===== config.mk =====
export PLATFORM = sky130hd
export DESIGN_NAME = shift_reg_sequencer
export DESIGN_NICKNAME = d
export VERILOG_FILES = /design/src/rtl/shift_reg_sequencer.sv
export SDC_FILE = /design/constraint.sdc
export NUM_CORES = 1
export LEC_CHECK = 0
export CAP_MARGIN = 40
export CORE_MARGIN = 2
export CORE_UTILIZATION = 45
export DETAILED_ROUTE_END_ITERATION = 8
export PLACE_DENSITY = 0.95
export SYNTH_ARGS = -nofsm -noshare
export SYNTH_HDL_FRONTEND = slang
export SYNTH_SLANG_ARGS = --single-unit

===== constraint.sdc =====
create_clock -name clk -period 4.6 [get_ports clk]
set_input_delay 1.38 -clock clk [delete_from_list [all_inputs] [get_ports clk]]
set_output_delay 1.38 -clock clk [all_outputs]
set_load 0.01 [all_outputs]

===== src/rtl/shift_reg_sequencer.sv =====
// shift_reg_sequencer: load/shift command sequencer for an external WIDTH-bit load/shift register.
// Optional SHIFT_SEQ_ABORT_EN adds cmd_abort/res_aborted for early termination.
module shift_reg_sequencer #(
  parameter int WIDTH = 8,
  parameter int CNT_W = 4
) (
  input  logic             clk,
  input  logic             reset,
  input  logic             cmd_valid,
  output logic             cmd_ready,
  input  logic [WIDTH-1:0] cmd_data,
  input  logic             cmd_dir,
  input  logic [CNT_W-1:0] cmd_count,
  output logic [WIDTH-1:0] reg_I,
  output logic             reg_load_enable,
  output logic             reg_dir,
  input  logic [WIDTH-1:0] reg_q,
  output logic             serial_valid,
  output logic             serial_out,
  output logic             res_valid,
  input  logic             res_ready,
  output logic [WIDTH-1:0] res_data,
  output logic             busy
`ifdef SHIFT_SEQ_ABORT_EN
  ,
  input  logic             cmd_abort,
  output logic             res_aborted
`endif
);
  localparam logic [1:0] IDLE = 2'd0, LOAD = 2'd1, SHIFT = 2'd2, DONE = 2'd3;
  logic [1:0]       state;
  logic [CNT_W-1:0] cnt, count_q;
  logic [WIDTH-1:0] data_q;
  logic             dir_q, abort;
`ifdef SHIFT_SEQ_ABORT_EN
  logic             aborted;
  assign abort = cmd_abort;
  assign res_aborted = aborted;
  always_ff @(posedge clk or posedge reset)
    if (reset) aborted <= 1'b0;
    else aborted <= (state == LOAD || state == SHIFT) ? cmd_abort :
                    (state == DONE && !res_ready) ? aborted : 1'b0;
`else
  assign abort = 1'b0;
`endif
  always_ff @(posedge clk or posedge reset)
    if (reset) begin
      state   <= IDLE;
      cnt     <= '0;
      count_q <= '0;
      data_q  <= '0;
      dir_q   <= 1'b0;
    end else begin
      case (state)
        IDLE: if (cmd_valid) begin
          data_q  <= cmd_data;
          dir_q   <= cmd_dir;
          count_q <= cmd_count;
          state   <= LOAD;
        end
        LOAD: begin
          cnt   <= count_q;
          state <= (abort || count_q == '0) ? DONE : SHIFT;
        end
        SHIFT: begin
          cnt <= cnt - CNT_W'(1);
          if (abort || cnt == CNT_W'(1)) state <= DONE;
        end
        default: if (res_ready) state <= IDLE;
      endcase
    end
  // The register has no hold mode, so outside LOAD/SHIFT it reloads its own output.
  assign cmd_ready       = state == IDLE;
  assign busy            = state != IDLE;
  assign reg_load_enable = state == SHIFT;
  assign reg_I           = (state == LOAD) ? data_q : reg_q;
  assign reg_dir         = dir_q;
  assign serial_valid    = state == SHIFT;
  assign serial_out      = (state == SHIFT) & (dir_q ? reg_q[0] : reg_q[WIDTH-1]);
  assign res_valid       = state == DONE;
  assign res_data        = reg_q;
endmodule


==> qor.txt <==
Via density -> 5.22
Clock Latency Late Sink -> 0.30 ns
Fillers -> 159
chip width -> 53.5 µm
drt wl/cell -> 15.2 µm
final wirelength -> 2450 µm
first-pass GRT wire length -> 3620 µm
delay-heaviest family, CP -> buffers and inverters
crit-path most repeated cell -> clkdlybuf4s50_1
Final Hold Fails -> 0
Rows -> 17
clk_skew -> 0.00162 ns
ranking of synthesized cells by area -> dfrtp_1 43%, mux2_2 23%, ha_1 7.9%, buf_4 6.8%, inv_1 2.7%
Inserted Clock Buffers -> 3
RSZ-0062 raised after global routing -> no
antenna cells -> 0
Seq/Total Area, Yosys -> 43.1%
Max VDD drop -> 0.000485 V
DR DRC count -> 0
crit-path max FO -> 3
Max clock buf depth -> 2
Worst path max stage delay -> 0.56 ns
CP Cell Sequence -> clkdlybuf4s50_1 > mux2i_1 > nor2b_1 > clkdlybuf4s50_1
crit path buf inv count -> 2
htree depth -> 1
antenna-violating nets left -> 0
top_reg_cell synth -> dfrtp_1
Tightest Hold Check Type -> register to register
Die ar. -> 2860 µm²
placed cells -> 157
Starting Density -> 48.5%
most common cell after layout, fill and taps aside -> clkdlybuf4s50_1
synth unique cells -> 25
final worst setup slack -> 0.535 ns
mapped cell area -> 1100 µm²
Top Metal Used -> met4
leakage -> 0.657 nW
placed wire-length estimate -> 1940 µm
met2 wire length -> 1350 µm
hold buffers post-CTS -> 0
yosys warns -> 0
pin count of the biggest net entering global routing -> 20
slowest CP cell -> clkdlybuf4s50_1
CP required -> 3.22 ns
share of post-route cells with drive strength above 1 -> 20.3%
WL met1 -> 890 µm
Post-synth EDFFs -> 0
CTS sink count -> 19
CTS tree -> built
CORE AREA -> 2280 µm²
I/O pin count -> 48
MaxCap Viol Count -> 0
number of global-route vias before repair -> 805
CP startpoint kind -> input port
critical path arrival -> 2.69 ns
Max-slew headroom -> 52.6%
DRT Pass-1 Iters -> 4
Final Net Count -> 166
Post-Layout Cell Count -> 161
P per Cell Area -> 621 nW/µm²
total track usage -> 18.1%
gpl congestion -> 0.683
asr flop ratio synth -> 100%
top-area cell type share of the netlist area -> 43.1%
Die H -> 53.5 µm
First DRT Iteration DRCs -> 14
post-CTS resize count -> 0
Area Overhead vs Synth -> 40.2%
Syn Nets -> 127
post-synth top area cell -> dfrtp_1
CP Capture Type -> output port
Least-Margin Pin Slew -> 0.710 ns
number of post-CTS setup repair buffers -> 0
Vias -> 840
crit path time final -> 4.07 ns
final number of max-transition violations -> 0
#FFs+latches synth -> 19
status -> finished clean
# setup viols final -> 0
antenna violations before repair -> 0
most frequent cells in the layout -> 47 x clkdlybuf4s50_1, 23 x mux2_2, 19 x dfrtp_1, 8 x inv_1, 7 x ha_1
I/O Buffers -> 47
DP Worst Slack -> 0.528 ns
period utilization -> 88.4%
GR Overflow Total -> 0
root buffer cell -> clkbuf_4
WS Path Type -> input port to output port
Reg clk slew, reported paths -> 0.10 ns
final setup TNS -> 0 ns
f_max -> 0.246 GHz
Mapped Cells -> 95
met3 wire length -> 196 µm
mean area per synthesized cell -> 11.6 µm²
-- cell usage after synthesis, types with 2 or more instances --
master,n
nand2_1,2
a21oi_1,3
ha_1,7
dfrtp_1,19
mux2i_1,2
nor2_1,3
buf_4,10
clkbuf_1,2
inv_1,8
nand3_1,2
mux2_2,23
-- kinds of logic after synthesis --
logic type      synth area share, %
mux                            25.3
buf+inv                        10.7
flops                          43.1
simple gates                   6.80
compound gates                 6.24
fa+ha+maj                      7.94
-- worst reg2reg max path, cell delays in order (launching register included) --
cell	delay (ns)
dfrtp_1	0.44
inv_1	0.10
ha_1	0.46
nor2_1	0.15
a222oi_1	0.45
mux2_2	0.39
-- path summary, 6_finish.rpt --
path	startpoint	to	slack (ns)	cells after the start
worst max-delay path	reg_q[0]	serial_out	0.53	4
worst min-delay path	data_q[0]	data_q[0]	0.51	1
worst max register to register	state[0]	state[0]	2.50	5
worst min register to register	data_q[0]	data_q[0]	0.51	1
max in group asynchronous	reset	count_q[2]	2.67	2
min in group asynchronous	reset	data_q[5]	1.49	2
-- report_power, final --
part / switching, W / internal (W)
clock: 0.0000510 / 0.0000338
sequential: 0.0000643 / 0.000256
combinational: 0.000241 / 0.000315
-- area by class of cell --
| type | count | area, µm² | share of cell area (%) |
|---|---|---|---|
| Multi-Input combinational cell | 55 | 510 | 33.0 |
| Sequential cell | 19 | 475 | 30.7 |
| Timing Repair Buffer | 47 | 470 | 30.4 |
| Tap cell | 28 | 35.0 | 2.26 |
| Inverter | 8 | 30.0 | 1.94 |
| Clock buffer | 4 | 26.3 | 1.70 |
-- routing by layer --
layer | track usage, % | up-vias
met5 | 0 | -
met4 | 6.41 | 0
met3 | 3.11 | 3
met2 | 37.0 | 41
met1 | 17.5 | 401
li1 | - | 395
-- flip-flops by register name (all words and copies together), names as in the netlist --
name     cells
count_q      4
state        2
cnt          4
data_q       8
reg_dir      1
-- through the flow --
stage               area [µm²]  total power (W)  hold WS, ns  util, %
floorplan                 1100         0.000672        0.474        -
global placement          1520         0.000838        0.482     66.8
detailed placement        1520         0.000880        0.490     66.8
CTS                       1550         0.000966        0.514     68.0
global route              1550          0.00103        0.534     68.0
finish                    1550         0.000961        0.513     68.0
(Power assumes the default switching activity.)
